## src/rtl/input_port_buffer_if.sv

```systemverilog
// Link-side and read-side signals of input_port_buffer grouped into one bundle.
// The slave modport is the buffer's view; the master modport is the driver's view.
interface input_port_buffer_if #(
  parameter int DATA_WIDTH = 32
);
  logic [DATA_WIDTH-1:0] data_in;
  logic                  valid_in;
  logic                  ready_in;
  logic                  regularFIFO_read;
  logic                  priorityFIFO_read;
  logic                  FIFOsel;
  logic                  regularFIFO_empty;
  logic                  priorityFIFO_empty;
  logic [2:0]            head;
  logic [DATA_WIDTH-1:0] data_out;
  logic                  pkt_err;

  modport master (
    output data_in, valid_in, regularFIFO_read, priorityFIFO_read, FIFOsel,
    input  ready_in, regularFIFO_empty, priorityFIFO_empty, head, data_out, pkt_err
  );

  modport slave (
    input  data_in, valid_in, regularFIFO_read, priorityFIFO_read, FIFOsel,
    output ready_in, regularFIFO_empty, priorityFIFO_empty, head, data_out, pkt_err
  );
endinterface

```

## src/rtl/input_port_buffer.sv

```systemverilog
// Router input port: steers packets into a regular or a priority show-ahead FIFO.
// Optional occupancy outputs are enabled by defining INPUT_BUFFER_STATS_EN.
module input_port_buffer #(
  parameter int DATA_WIDTH = 32,
  parameter int DEPTH      = 8
) (
  input  logic                     clk,
  input  logic                     rst,
`ifdef INPUT_BUFFER_STATS_EN
  output logic [$clog2(DEPTH):0]   regular_count,
  output logic [$clog2(DEPTH):0]   priority_count,
`endif
  input_port_buffer_if.slave       bus
);
  localparam int PTR_W = $clog2(DEPTH);
  localparam int CNT_W = PTR_W + 1;

  localparam logic [2:0] T_HEAD   = 3'b100;
  localparam logic [2:0] T_BODY   = 3'b101;
  localparam logic [2:0] T_TAIL   = 3'b110;
  localparam logic [2:0] T_SINGLE = 3'b111;

  typedef enum logic [1:0] {IDLE, PRIO_PKT, REG_PKT} state_e;

  state_e                state_q, state_d;
  logic                  pktErr_q, pktErr_d;
  logic [DATA_WIDTH-1:0] regMem_q  [DEPTH];
  logic [DATA_WIDTH-1:0] prioMem_q [DEPTH];
  logic [PTR_W-1:0]      regWrPtr_q, regWrPtr_d, regRdPtr_q, regRdPtr_d;
  logic [PTR_W-1:0]      prioWrPtr_q, prioWrPtr_d, prioRdPtr_q, prioRdPtr_d;
  logic [CNT_W-1:0]      regCnt_q, regCnt_d, prioCnt_q, prioCnt_d;

  logic [2:0] flitType;
  logic       flitPrio, isHead, isBody, isTail, isSingle;
  logic       regFull, prioFull, regEmpty, prioEmpty;
  logic       toReg, toPrio, readyIn, accept;
  logic       regWr, prioWr, regPop, prioPop;

  assign flitType = bus.data_in[DATA_WIDTH-1 -: 3];
  assign flitPrio = bus.data_in[DATA_WIDTH-4];
  assign isHead   = (flitType == T_HEAD);
  assign isBody   = (flitType == T_BODY);
  assign isTail   = (flitType == T_TAIL);
  assign isSingle = (flitType == T_SINGLE);

  assign regEmpty  = (regCnt_q == '0);
  assign prioEmpty = (prioCnt_q == '0);
  assign regFull   = (regCnt_q == CNT_W'(DEPTH));
  assign prioFull  = (prioCnt_q == CNT_W'(DEPTH));

  // Flits with no target FIFO are out of protocol: accepted, dropped and flagged.
  always_comb begin
    state_d  = state_q;
    pktErr_d = pktErr_q;
    toReg    = 1'b0;
    toPrio   = 1'b0;
    case (state_q)
      IDLE: begin
        if (isHead || isSingle) begin
          toPrio = flitPrio;
          toReg  = ~flitPrio;
        end
      end
      PRIO_PKT: toPrio = isBody || isTail;
      REG_PKT:  toReg  = isBody || isTail;
      default:  state_d = IDLE;
    endcase
    readyIn = toReg ? ~regFull : (toPrio ? ~prioFull : 1'b1);
    accept  = bus.valid_in & readyIn;
    if (accept) begin
      if (!toReg && !toPrio) begin
        pktErr_d = 1'b1;
      end else if (state_q == IDLE && isHead) begin
        state_d = flitPrio ? PRIO_PKT : REG_PKT;
      end else if (state_q != IDLE && isTail) begin
        state_d = IDLE;
      end
    end
  end

  assign regWr   = accept & toReg;
  assign prioWr  = accept & toPrio;
  assign regPop  = bus.regularFIFO_read & ~regEmpty;
  assign prioPop = bus.priorityFIFO_read & ~prioEmpty;

  assign regWrPtr_d  = regWrPtr_q + PTR_W'(regWr);
  assign regRdPtr_d  = regRdPtr_q + PTR_W'(regPop);
  assign regCnt_d    = regCnt_q + CNT_W'(regWr) - CNT_W'(regPop);
  assign prioWrPtr_d = prioWrPtr_q + PTR_W'(prioWr);
  assign prioRdPtr_d = prioRdPtr_q + PTR_W'(prioPop);
  assign prioCnt_d   = prioCnt_q + CNT_W'(prioWr) - CNT_W'(prioPop);

  always_ff @(posedge clk) begin
    if (rst) begin
      state_q     <= IDLE;
      pktErr_q    <= 1'b0;
      regWrPtr_q  <= '0;
      regRdPtr_q  <= '0;
      regCnt_q    <= '0;
      prioWrPtr_q <= '0;
      prioRdPtr_q <= '0;
      prioCnt_q   <= '0;
    end else begin
      state_q     <= state_d;
      pktErr_q    <= pktErr_d;
      regWrPtr_q  <= regWrPtr_d;
      regRdPtr_q  <= regRdPtr_d;
      regCnt_q    <= regCnt_d;
      prioWrPtr_q <= prioWrPtr_d;
      prioRdPtr_q <= prioRdPtr_d;
      prioCnt_q   <= prioCnt_d;
    end
  end

  // Storage needs no reset: outputs are masked whenever the count is zero.
  always_ff @(posedge clk) begin
    if (!rst && regWr) begin
      regMem_q[regWrPtr_q] <= bus.data_in;
    end
    if (!rst && prioWr) begin
      prioMem_q[prioWrPtr_q] <= bus.data_in;
    end
  end

  assign bus.ready_in           = readyIn;
  assign bus.regularFIFO_empty  = regEmpty;
  assign bus.priorityFIFO_empty = prioEmpty;
  assign bus.pkt_err            = pktErr_q;
  assign bus.head = regEmpty ? 3'b000 : regMem_q[regRdPtr_q][DATA_WIDTH-1 -: 3];
  assign bus.data_out = bus.FIFOsel
                      ? (prioEmpty ? '0 : prioMem_q[prioRdPtr_q])
                      : (regEmpty  ? '0 : regMem_q[regRdPtr_q]);

`ifdef INPUT_BUFFER_STATS_EN
  assign regular_count  = regCnt_q;
  assign priority_count = prioCnt_q;
`endif
endmodule

```

## src/flat_wrapper.sv

```systemverilog
// flat-port wrapper written by rule: the top's interface ports become plain ports
module input_port_buffer_flat 
#(
  parameter int DATA_WIDTH = 32,
  parameter int DEPTH      = 8
)
  (clk, rst, bus_data_in, bus_valid_in, bus_regularFIFO_read, bus_priorityFIFO_read, bus_FIFOsel, bus_ready_in, bus_regularFIFO_empty, bus_priorityFIFO_empty, bus_head, bus_data_out, bus_pkt_err);
  input_port_buffer_if #(.DATA_WIDTH(DATA_WIDTH)) bus_i ();
  input  logic clk;
  input  logic rst;
  input wire logic [$bits(bus_i.data_in)-1:0] bus_data_in;
  input wire logic [$bits(bus_i.valid_in)-1:0] bus_valid_in;
  input wire logic [$bits(bus_i.regularFIFO_read)-1:0] bus_regularFIFO_read;
  input wire logic [$bits(bus_i.priorityFIFO_read)-1:0] bus_priorityFIFO_read;
  input wire logic [$bits(bus_i.FIFOsel)-1:0] bus_FIFOsel;
  output wire logic [$bits(bus_i.ready_in)-1:0] bus_ready_in;
  output wire logic [$bits(bus_i.regularFIFO_empty)-1:0] bus_regularFIFO_empty;
  output wire logic [$bits(bus_i.priorityFIFO_empty)-1:0] bus_priorityFIFO_empty;
  output wire logic [$bits(bus_i.head)-1:0] bus_head;
  output wire logic [$bits(bus_i.data_out)-1:0] bus_data_out;
  output wire logic [$bits(bus_i.pkt_err)-1:0] bus_pkt_err;
  assign bus_i.data_in = bus_data_in;
  assign bus_i.valid_in = bus_valid_in;
  assign bus_i.regularFIFO_read = bus_regularFIFO_read;
  assign bus_i.priorityFIFO_read = bus_priorityFIFO_read;
  assign bus_i.FIFOsel = bus_FIFOsel;
  assign bus_ready_in = bus_i.ready_in;
  assign bus_regularFIFO_empty = bus_i.regularFIFO_empty;
  assign bus_priorityFIFO_empty = bus_i.priorityFIFO_empty;
  assign bus_head = bus_i.head;
  assign bus_data_out = bus_i.data_out;
  assign bus_pkt_err = bus_i.pkt_err;
  input_port_buffer #(.DATA_WIDTH(DATA_WIDTH), .DEPTH(DEPTH)) u_core (.clk(clk), .rst(rst), .bus(bus_i));
endmodule
```

## config.mk

```make
export PLATFORM = sky130hd
export DESIGN_NAME = input_port_buffer_flat
export DESIGN_NICKNAME = d
export VERILOG_FILES = /design/src/rtl/input_port_buffer_if.sv /design/src/rtl/input_port_buffer.sv /design/src/flat_wrapper.sv
export SDC_FILE = /design/constraint.sdc
export NUM_CORES = 1
export LEC_CHECK = 0
export ABC_AREA = 1
export CAP_MARGIN = 20
export CORE_MARGIN = 2
export CORE_UTILIZATION = 35
export CTS_BUF_LIST = sky130_fd_sc_hd__clkbuf_16
export CTS_CLUSTER_DIAMETER = 150
export CTS_CLUSTER_SIZE = 28
export DETAILED_ROUTE_END_ITERATION = 16
export HOLD_SLACK_MARGIN = 0.03
export SETUP_SLACK_MARGIN = 0.05
export SLEW_MARGIN = 40
export SYNTH_ARGS = -nofsm -noshare
export SYNTH_HDL_FRONTEND = slang
export SYNTH_SLANG_ARGS = --single-unit
export TNS_END_PERCENT = 1
```

## constraint.sdc

```tcl
create_clock -name clk -period 2.8 [get_ports clk]
set_input_delay 0.56 -clock clk [delete_from_list [all_inputs] [get_ports clk]]
set_output_delay 0.56 -clock clk [all_outputs]
set_load 0.01 [all_outputs]
```

# [After elaboration in Yosys (flattened, before gate mapping)]
# Memories as Yosys holds them, arrays and structs flattened. A register that Yosys moved wholly into a read port is not among the register bits.
# Index checks and enable logic that the tools add are counted.
[totals] ff_bits=23 ram_bits=512 in_bits=38 output_inout_bits=39 wordCells=74 mem_count=2
[memory_table] name="u_core.prioMem_q" depth=8 width=32 rd=1 rd_ports_with_merged_regs=1 write_ports=1 line_no="input_port_buffer.sv:28" rtl="logic [DATA_WIDTH-1:0] prioMem_q [DEPTH];"
[memory_table] name="u_core.regMem_q" depth=8 width=32 rd=1 rd_ports_with_merged_regs=1 write_ports=1 line_no="input_port_buffer.sv:27" rtl="logic [DATA_WIDTH-1:0] regMem_q [DEPTH];"
[op_classes] add_sub_neg=8 n_eq_ne=8 mux=22 bitwise=10 reduce_logical=16
[ops] op="32-bit two-way mux" n=3
[ops] op="3-bit by 1-bit adder with 3-bit output" n=4
[ops] op="3-bit == test (second input constant)" n=4
[ops] op="2-bit two-way mux" n=6
[ops] op="3-bit two-way mux" n=3
[ops] op="4-bit by 1-bit adder with 4-bit output" n=2
[ops] op="4-bit == test (second input constant)" n=2
[ops] op="4-bit logical NOT" n=2
[ops] op="1-bit two-way mux" n=8
[ops] op="4-bit by 1-bit subtractor with 4-bit output" n=2
[ops] op="1-bit AND" n=5
[ops] op="1-bit logical AND" n=5
[ops] op="1-bit NOT" n=5
[ops] op="1-bit one-hot mux with 2 select lines" n=2
[ops] op="1-bit logical NOT" n=3
[ops] op="3-bit OR reduction" n=1
[ops] op="2-bit by 1-bit == test with 1-bit output (second input constant)" n=1
[ops] op="2-bit == test (second input constant)" n=1
[ops] op="2-bit logical NOT" n=1
[ops] op="1-bit logical OR" n=2
[ops] op="2-bit AND reduction" n=1
[ops] op="2-bit nonzero test" n=1

# [Longest topological paths before layout]
# Gate-level depths: netlist of the first run.
[logic_depth] word_depth=11 mapped_depth=13 ltp_nobuf=13

# [Least setup slack after synthesis of the first run]
# Ideal clock, no wire load.
[synth_path] path_kind="input to register" start="input port bus_data_in[30]" end="memory u_core.prioMem_q[0][0], enable pin" setup_time_ns=0.416 arrival_ns=2.460 required_ns=2.384 path_slack_ns=-0.076 stages=7 path_buffers=0 path_cell_list="nor2_2 > nand2_1 > nand2_1 > nand2_1 > nand2_2 > nand4_4 > nor3_2"
[synth_between] elab_chain_len=11 word_cells_on_any_way=17 classes_between="4 x eq/ne; 8 x mux; 2 x bitwise; 3 x reduce/logical"
[synth_lines] element="start: declaration" line_no="flat_wrapper.sv:11" rtl="input wire logic [$bits(bus_i.data_in)-1:0] bus_data_in;"
[synth_lines] element="3-bit == test, on equally long branches" line_no="input_port_buffer.sv:41, input_port_buffer.sv:44"
[synth_lines] element="1-bit logical OR" line_no="input_port_buffer.sv:59" rtl="if (isHead || isSingle) begin"
[synth_lines] element="1-bit two-way mux" line_no="input_port_buffer.sv:59"
[synth_lines] element="1-bit one-hot mux with 2 select lines" line_no="input_port_buffer.sv:57" rtl="case (state_q)"
[synth_lines] element="1-bit two-way mux (2 in a row)" line_no="input_port_buffer.sv:68" rtl="readyIn = toReg ? ~regFull : (toPrio ? ~prioFull : 1'b1);"
[synth_lines] element="1-bit AND" line_no="input_port_buffer.sv:69" rtl="accept = bus.valid_in & readyIn;"
[synth_lines] element="1-bit AND (*)" line_no="input_port_buffer.sv:82" rtl="assign prioWr = accept & toPrio;"
[synth_lines] element="1-bit logical AND (*)" line_no="input_port_buffer.sv:120" rtl="if (!rst && prioWr) begin"
[synth_lines] element="1-bit two-way mux (*)" line_no="input_port_buffer.sv:120"
[synth_lines] element="1-bit two-way mux (not written as such) (*)" line_no="input_port_buffer.sv:121" rtl="prioMem_q[prioWrPtr_q] <= bus.data_in;"
[synth_lines] element="end: declaration" line_no="input_port_buffer.sv:28"
# Every way passes the cells marked *; elsewhere a longest branch is shown, timed or not.

==> metrics.md, run 1 <==
| Metric | Value |
|---|---|
| Outcome | `finished, violations left` |
| Failing checks | `setup timing` |
| Initial antenna violation count | `1` |
| FF+latch count, synth | `535` |
| Total number of vias | `13800` |
| Period utilization | `1.01` |
| Number of port buffers | `76` |
| Sequential Power Share | `0.444` |
| Setup_tns | `-0.0193 ns` |
| Num CTS Buffers | `23` |
| I/O pin count | `77` |
| # setup viols final | `1` |
| Worst setup SP type | `flop` |
| Drc violations | `0` |
| Dominant cell type by area after synthesis | `edfxtp_1` |
| Layout cells sized above 1 | `0.143` |
| Vias in the first global route | `13400` |
| Routability-driven placement congestion ratio | `0.766` |
| CTS tree | `done` |
| Logic pwr share | `0.361` |
| Pwr dens | `779 nW/um^2` |
| Max-cap violations | `0` |
| CP Class | `flop to primary output` |
| Clock power share | `0.196` |
| Critical Path AT | `2.26 ns` |
| Maximum fanout along the worst path | `24` |
| Fin. Hold Viols | `0` |
| Register clock-pin slew on the reported worst setup and hold paths | `0.11 ns` |
| Htree depth | `1` |
| Worst rel slew slack | `0.576` |
| DRT Wirelength | `56600 um` |
| Final HPWL DP | `32500 um` |
| Share of the synthesized area in the top cell type | `0.705` |
| Drt wl/cell | `21.0 um` |
| DR pass1 iterations | `5` |
| Int Power | `13.5 mW` |
| RSZ-0062 raised after global routing | `true` |
| Mean Syn Cell Area | `12.8 um^2` |
| Fin nets | `1905` |
| CP Cell Sequence | `buf_12 > clkinv_8 > buf_12 > nor2_1 > o211ai_1 > nand3_2 > o21ai_1 > buf_2` |
| Slowest CP cell | `dfxtp_4` |
| Fraction of registers with async set/reset | `0` |
| Routed Antenna Nets | `0` |
| Hold/Removal Path Class | `input port to flop` |
| Filler instances | `5650` |
| All-layer global routing usage | `0.173` |
| CP peak stage delay | `0.39 ns` |
| Iteration-0 DRC Markers | `1387` |
| Cts hold-fix bufs | `0` |
| Vias per Instance | `5.12` |
| Register area share after synthesis | `0.726` |
| Clk_lat worst skew | `0.58 ns` |
| Post-synth EDFFs | `512` |
| Core Box Area | `61700 um^2` |
| Row cnt | `91` |
| Synthesized net count | `1767` |
| Pwr Total | `20.1 mW` |
| Final Slew Violations | `0` |
| Sw frac | `0.329` |
| Peak VDD IR | `504 uV` |
| CTS root buffer | `clkbuf_16` |
| # clock sinks | `535` |
| YS warnings | `0` |
| Worst slew pin tran | `0.634 ns` |
| Synthesized instance count | `1707` |
| Mapped cell area | `21800 um^2` |
| Number of diodes | `0` |
| Area growth from synthesis to layout | `18.5%` |
| Min setup slack post-route | `-0.0193 ns` |
| Worst path required time | `2.24 ns` |
| Horiz. Die Dim | `254 um` |
| Total congestion overflow | `0` |
| Primary FF master, synth | `edfxtp_1` |
| Sw power | `6.63 mW` |
| Unique masters post-synth | `30` |
| Starting density of the core | `0.354` |
| Final worst path period need | `2.82 ns` |
| Clk buf depth | `3` |
| Die area | `64400 um^2` |
| Most Frequent Cell on Critical Path | `buf_12` |
| Crit end category | `primary output` |
| Global-route wire length before repair | `83500 um` |
| Leak | `8.73 nW` |
| Clk_skew | `0.0337 ns` |
| Leading post-synthesis cells by cell area | `edfxtp_1, nor2_1, o21ai_0` |
| Pin count of the biggest net entering global routing | `49` |
| Fmax | `0.355 GHz` |
| Die Y | `254 um` |
[kinds of logic (layout without fill, tap and decap cells)]
kind of cell | Yosys count | count (layout) | synth area share
AO/OA/AOI/OAI | 399 | 399 | 0.106
XOR/XNOR | 6 | 6 | 0.00241
adder cells (fa/ha/maj) | 22 | 22 | 0.0133
buffers and inverters | 170 | 325 | 0.0401
AND/OR/NAND/NOR | 575 | 575 | 0.112
flip-flops | 535 | 535 | 0.726
[worst max-delay path: cells and delay by family (launching register included)]
| kind | cells | cell delay [ns] |
|---|---|---|
| buffers and inverters | 4 | 0.57 |
| AO/OA/AOI/OAI | 2 | 0.46 |
| AND/OR/NAND/NOR | 2 | 0.25 |
| flip-flops | 1 | 0.39 |
[cells in the final DEF, fill, tap and decap left out, types with 16 or more instances in the layout]
cell type        instances
clkdlybuf4s50_1         37
inv_1                   73
nand2_1                 42
nor3_4                  16
o21ai_0                213
dfxtp_1                 17
nand3_1                 77
nor2_1                 407
buf_2                   25
o21ai_1                 50
buf_12                  47
ha_1                    19
o211ai_1               128
edfxtp_1               512
clkbuf_16               25
buf_4                   72
[worst paths after layout]
kind | start | end | slack, ns | depth (start not counted)
hold reg to reg | u_core.bus.pkt_err | u_core.bus.pkt_err | 0.49 | 2
setup reg to reg | u_core.prioCnt_q[2] | u_core.prioCnt_q[2] | 0.49 | 11
setup / recovery | u_core.regRdPtr_q[0] | bus_data_out[31] | -0.02 | 8
hold / removal | rst | u_core.prioWrPtr_q[2] | 0.42 | 2
[synth_stat cells (9+ instances only)]
cell type	n
nor3_2	16
buf_6	12
buf_4	10
o21ai_0	232
nand3_1	83
inv_1	59
buf_2	38
clkbuf_2	9
ha_1	20
nor2_1	414
nand2_1	47
edfxtp_1	512
o21ai_1	34
o211ai_1	128
dfxtp_1	23
clkbuf_1	33
[timing repair]
item                                   in CTS  in global routing
pin swaps                                  41                 20
gates resized for setup                   204                 27
gates cloned                               10                  2
buffers inserted                           35                  6
setup endpoints to repair                  37                 36
endpoints found under the hold margin       0                  0
[power groups by stage]
| stage | Clock [mW] | Sequential (mW) | Combinational, mW |
|---|---|---|---|
| after floorplan | 0 | 9.08 | 3.65 |
| after global placement | 0 | 9.19 | 5.83 |
| after detailed placement | 0 | 9.20 | 5.90 |
| after CTS | 4.04 | 8.96 | 7.06 |
| after global routing | 4.28 | 8.95 | 7.93 |
| final | 3.94 | 8.94 | 7.26 |
[registers in the layout, indices dropped and copies added, names as in the netlist]
| name | cells |
|---|---|
| u_core.prioMem_q | 256 |
| u_core.regMem_q | 256 |
| u_core.prioCnt_q | 4 |
| u_core.regCnt_q | 4 |
| u_core.prioRdPtr_q | 3 |
| u_core.prioWrPtr_q | 3 |
| u_core.regRdPtr_q | 3 |
| u_core.regWrPtr_q | 3 |
| u_core.state_q | 2 |
| u_core.bus.pkt_err | 1 |
[routing by layer]
metal	vias to the layer above	routed length, um	global-route usage
met5	-	16	0
met4	2	1150	0.0461
met3	60	3420	0.0215
met2	426	27000	0.286
met1	6865	25000	0.243
li1	6458	-	-
[stage by stage]
stage	hold slack, ns	area [um^2]	worst slack [ns]	instances	utilization
floorplan	0.504	21800	-0.0755	1707	-
global placement	0.470	24300	-0.0673	2605	0.394
detailed placement	0.479	24300	-0.0817	2605	0.394
CTS	0.509	25700	-0.0290	2692	0.417
global route	0.416	25900	-0.0988	2699	0.419
finish	0.416	25900	-0.0193	2699	0.419
[cell type report]
cell class                 count  area [um^2]  share of cell area
sequential                   535        15900               0.613
multi-input combinational   1002         5310               0.205
timing repair buffer         222         2720               0.105
tap                          837         1050              0.0405
clock buffer                  23          576              0.0223
inverter                      61          249             0.00963
clock inverter                19          103             0.00397
No activity file was read; power rests on OpenSTA's default activity.
==> run 2: changes to the inputs <==
- CELL_PAD_IN_SITES_DETAIL_PLACEMENT: default -> 0
- CELL_PAD_IN_SITES_GLOBAL_PLACEMENT: default -> 2
- PLACE_DENSITY_LB_ADDON: default -> 0.1
- TNS_END_PERCENT: 1 -> 5
==> run 2 against run 1 <==
  * The flow now finishes without violations
  * Non-clock buffer count is 18 higher
  * Die area stayed put
  * Sequential share of layout area is 0.45 points lower
  * Cell area is 0.76% higher
  * Clock-buffer cell count stayed put
  * Critical endpoint is now bus_data_out[3]
  * Highest routed layer unchanged
==> metrics.md, run 2 (synthesized netlist as in run 1, its figures left out) <==
| Metric | Value |
|---|---|
| Drt wl/cell | `23.8 um` |
| # clock sinks | `535` |
| Critical Path AT | `2.22 ns` |
| Vias per Instance | `5.14` |
| Min setup slack post-route | `0.0241 ns` |
| Horiz. Die Dim | `254 um` |
| I/O pin count | `77` |
| Clk_skew | `0.0402 ns` |
| Clk buf depth | `3` |
| Top Metal Used | `met5` |
| Most common cell after layout, fill and taps aside | `edfxtp_1` |
| Worst path required time | `2.24 ns` |
| Outcome | `finished clean` |
| Total congestion overflow | `0` |
| Worst setup SP type | `flop` |
| Final HPWL DP | `38400 um` |
| RSZ-0062 raised after global routing | `true` |
| Area growth from synthesis to layout | `19.4%` |
| Worst rel slew slack | `0.470` |
| Initial antenna violation count | `2` |
| Core Box Area | `61700 um^2` |
| CTS tree | `done` |
| Total number of vias | `13900` |
| Vias in the first global route | `13500` |
| Final worst path period need | `2.78 ns` |
| # setup viols final | `0` |
| Fin nets | `1923` |
| Max-cap violations | `0` |
| Peak VDD IR | `457 uV` |
| Starting density of the core | `0.354` |
| Clk_lat worst skew | `0.58 ns` |
| Number of diodes | `0` |
| All-layer global routing usage | `0.195` |
| Routed Antenna Nets | `0` |
| Min Hold Slack | `0.482 ns` |
| Pin count of the biggest net entering global routing | `54` |
| WL met2 | `30700 um` |
| DR pass1 iterations | `5` |
| Reg2Reg Setup Slack | `0.54 ns` |
| Filler instances | `5835` |
| Pre-CTS setup slack | `-0.211 ns` |
| Final Slew Violations | `0` |
| Maximum fanout along the worst path | `32` |
| Die area | `64400 um^2` |
| WL met1 | `30400 um` |
| Worst slew pin tran | `0.792 ns` |
| Multi-input logic area | `5340 um^2` |
| Fmax | `0.360 GHz` |
| Row cnt | `91` |
| Layout cells sized above 1 | `0.153` |
| Routability-driven placement congestion ratio | `0.764` |
| Drc violations | `0` |
| Num CTS Buffers | `23` |
| Global-route wire length before repair | `92000 um` |
| Storage cell area | `15900 um^2` |
| Placed insts | `2642` |
| CP Class | `flop to primary output` |
| Non-filler instance count after layout | `2707` |
| WL met3 | `2190 um` |
| CTS root buffer | `clkbuf_16` |
| Area after DPL | `24800 um^2` |
| Htree depth | `1` |
| Die Y | `254 um` |
| Iteration-0 DRC Markers | `945` |
| Number of port buffers | `76` |
| Register clock-pin slew on the reported worst setup and hold paths | `0.11 ns` |
| Setup_tns | `0 ns` |
| Leak | `8.77 nW` |
| DRT Wirelength | `64600 um` |
| Pwr Total | `20.4 mW` |
| Hold/Removal Path Class | `input port to flop` |
| Design Area, Final | `26000 um^2` |
| Pwr dens | `783 nW/um^2` |
| Crit end category | `primary output` |
| Period utilization | `0.991` |
| Most frequent cells in the layout | `edfxtp_1, nor2_1, o21ai_0` |
| Fin. Hold Viols | `0` |
| Largest registers | `u_core.prioMem_q: 256 flops, u_core.regMem_q: 256 flops` |
| Post-layout util | `0.422` |
run 2: final timing paths:
kind,startpoint,end,cells past startpoint
min reg2reg,u_core.bus.pkt_err,u_core.bus.pkt_err,2
max reg2reg,u_core.regCnt_q[1],u_core.regCnt_q[2],11
min,rst,u_core.regCnt_q[0],2
max,u_core.regRdPtr_q[0],bus_data_out[3],9
run 2: timing repair:
item,in CTS,in global routing
setup buffers,16,8
hold buffers,0,0
setup endpoints to repair,36,36
gates resized for setup,128,84
cloned,3,7
pin swaps,19,32
hold endpoints to repair,0,0
run 2: final cells by class:
class | instances | share of cell area
clock buffer | 23 | 0.0221
clock inverter | 9 | 0.00231
inverter | 61 | 0.00965
multi-input combinational | 1002 | 0.205
sequential | 535 | 0.609
tap | 837 | 0.0402
timing repair buffer | 240 | 0.112
run 2: critical path: stages (launching register included):
cell	delay [ns]
dfxtp_4	0.37
buf_6	0.15
inv_12	0.12
buf_16	0.20
nor2_1	0.06
o211ai_1	0.27
buf_4	0.17
nand3_1	0.07
nand2_1	0.07
buf_2	0.12
run 2: metal layers:
layer,vias to the layer above,global-route usage
met4,2,0.0390
met1,7148,0.277
met5,-,0
met3,59,0.0216
met2,232,0.324
li1,6468,-
run 2: where the power goes:
| group | switching [mW] | internal, mW |
|---|---|---|
| logic | 4.39 | 3.05 |
| clock network | 2.46 | 1.52 |
| registers | 0.106 | 8.86 |
| total | 6.95 | 13.4 |
==> run 3: changes to the inputs <==
- CAP_MARGIN: 20 -> 15
- CTS_CLUSTER_SIZE: 28 -> 8
- GPL_ROUTABILITY_DRIVEN: default -> 0
==> run 3 against run 2 <==
  * The run now ends with setup timing left
  * Final cell count is 2.5% higher
  * Clock power up 110%
  * First-iteration DRC count rose by 0.11%
  * Clock skew shrank 0.022 ns
  * Worst setup slack got worse by 0.13 ns
  * Fmax is 4.5% lower
  * Global-route usage rose by 0.71 points
  * Utilization increased by 2.3 points
==> metrics.md, run 3 (synthesized netlist as in run 1, its figures left out) <==
| Metric | Value |
|---|---|
| Outcome | `finished, violations left` |
| Failing checks | `setup timing` |
| Die Y | `254 um` |
| Sw power | `7.56 mW` |
| Sw frac | `0.310` |
| Worst rel slew slack | `0.461` |
| Routed Antenna Nets | `0` |
| Critical Path AT | `2.35 ns` |
| Register clock-pin slew on the reported worst setup and hold paths | `0.05 ns` |
| Vias per Instance | `5.12` |
| Number of port buffers | `76` |
| WL met1 | `29400 um` |
| WL met2 | `30100 um` |
| Total number of vias | `14200` |
| Fin. Hold Viols | `0` |
| Setup_tns | `-0.630 ns` |
| Total congestion overflow | `0` |
| Period utilization | `1.04` |
| Top Metal Used | `met5` |
| Fmax | `0.344 GHz` |
| # clock sinks | `535` |
| Core Box Area | `61700 um^2` |
| Peak VDD IR | `441 uV` |
| Pin count of the biggest net entering global routing | `54` |
| CTS root buffer | `clkbuf_16` |
| CP Capture Point | `bus_data_out[7]` |
| Cts hold-fix bufs | `0` |
| Leak | `9.49 nW` |
| Non-filler instance count after layout | `2774` |
| Crit. Startpoint | `u_core.regRdPtr_q[0]` |
| Die area | `64400 um^2` |
| Max-cap violations | `0` |
| Clk_skew | `0.0178 ns` |
| Int Power | `16.9 mW` |
| Layout cells sized above 1 | `0.179` |
| Pwr dens | `888 nW/um^2` |
| WL met3 | `2880 um` |
| Hold Path Stages | `2` |
| Largest registers | `u_core.prioMem_q: 256 flops, u_core.regMem_q: 256 flops` |
| Horiz. Die Dim | `254 um` |
| Crit end category | `primary output` |
| # setup viols final | `14` |
| Global-route wire length before repair | `94300 um` |
| Clk_lat worst skew | `0.60 ns` |
| Final Slew Violations | `0` |
| Num CTS Buffers | `76` |
| Most common cell after layout, fill and taps aside | `edfxtp_1` |
| DR pass1 iterations | `5` |
| Final HPWL DP | `38400 um` |
| DRT Wirelength | `64200 um` |
| Worst path required time | `2.24 ns` |
| Area growth from synthesis to layout | `26.0%` |
| R2R Path End | `u_core.regCnt_q[2]` |
| Iteration-0 DRC Markers | `946` |
| Drt wl/cell | `23.1 um` |
| Worst setup SP type | `flop` |
| R2R Path Start | `u_core.regCnt_q[1]` |
| Starting density of the core | `0.354` |
| Drc violations | `0` |
| CP Class | `flop to primary output` |
| Clk buf depth | `3` |
| Initial antenna violation count | `2` |
| Placed insts | `2642` |
| Final worst path period need | `2.91 ns` |
| All-layer global routing usage | `0.202` |
| Most frequent cells in the layout | `edfxtp_1, nor2_1, o21ai_0` |
| Htree depth | `3` |
| Fin nets | `1972` |
| Logic pwr share | `0.296` |
| Number of diodes | `0` |
| Sequential Power Share | `0.368` |
| Worst slew pin tran | `0.806 ns` |
| RSZ-0062 raised after global routing | `true` |
| Vias in the first global route | `14100` |
| I/O pin count | `77` |
| Row cnt | `91` |
| Maximum fanout along the worst path | `15` |
| Hold/Removal Path Class | `input port to flop` |
| Min Hold Slack | `0.479 ns` |
| R2R cell count | `11` |
| Clock power share | `0.336` |
| Reg2Reg Setup Slack | `0.57 ns` |
| CTS tree | `done` |
| Min setup slack post-route | `-0.106 ns` |
==> run 3: changes by cell type in the layout (fill, tap and decap cells not counted), moves of 3 or more <==
cell,change
nor2_2,+5
buf_2,-8
inv_6,+3
clkbuf_16,+50
o21ai_0,+7
clkbuf_2,-3
inv_1,+12
o21ai_1,-8
nor2_1,-6
clkdlybuf4s15_2,+11
==> run 3: area by class of cell <==
type	instances	area, um^2
tap	837	1050
clock buffer	79	1980
timing repair buffer	236	2890
inverter	61	255
sequential	535	15900
clock inverter	24	125
multi-input combinational	1002	5340
fill	5713	34200
==> run 3: repair_timing <==
action                     CTS  global route
pin swaps                   23            20
setup endpoints to repair   36            33
buffers inserted            23             0
hold endpoints to repair     0             0
cloned                       5             1
gates resized for setup    167            31
==> run 3: worst max-delay path, cell delays in order (launching register included) <==
cell             delay [ns]
dfxtp_4                0.35
buf_12                 0.16
buf_6                  0.11
buf_12                 0.11
bufbuf_16              0.28
nor2_1                 0.05
nor2_1                 0.07
o21ai_0                0.10
o211ai_1               0.10
nand3_1                0.11
nand2_1                0.09
clkdlybuf4s15_2        0.22
==> run 3: layer usage <==
layer,GRT usage,up-vias
met4,0.0661,2
met2,0.326,319
li1,-,6621
met1,0.275,7143
met5,0,-
met3,0.0369,106
==> run 3: power groups by stage <==
stage	logic [mW]	clock network [mW]	registers, mW
2_1_floorplan	3.65	0	9.08
3_3_place_gp	6.55	0	9.21
5_1_grt	7.92	8.71	8.99
4_1_cts	7.24	8.43	8.98
6_report	7.22	8.21	8.99
3_5_place_dp	6.54	0	9.22
==> run 3: worst min-delay path by stage <==
stage | end | slack, ns | from
final | u_core.regCnt_q[0] | 0.48 | rst
after CTS | u_core.regWrPtr_q[0] | 0.46 | rst
after global placement | u_core.bus.pkt_err | 0.46 | u_core.bus.pkt_err
after floorplan | u_core.bus.pkt_err | 0.50 | u_core.bus.pkt_err
after global routing | u_core.regWrPtr_q[0] | 0.47 | rst
after detailed placement | u_core.bus.pkt_err | 0.48 | u_core.bus.pkt_err
==> run 3: stage by stage <==
| step | cell area [um^2] | power (mW) | setup WS [ns] | utilization |
|---|---|---|---|---|
| after global placement | 24800 | 15.8 | -0.219 | 0.402 |
| after floorplan | 21800 | 12.7 | -0.0755 | - |
| final | 27500 | 24.4 | -0.106 | 0.445 |
| after detailed placement | 24800 | 15.8 | -0.211 | 0.402 |
| after CTS | 27400 | 24.7 | -0.162 | 0.444 |
| after global routing | 27500 | 25.6 | -0.247 | 0.445 |
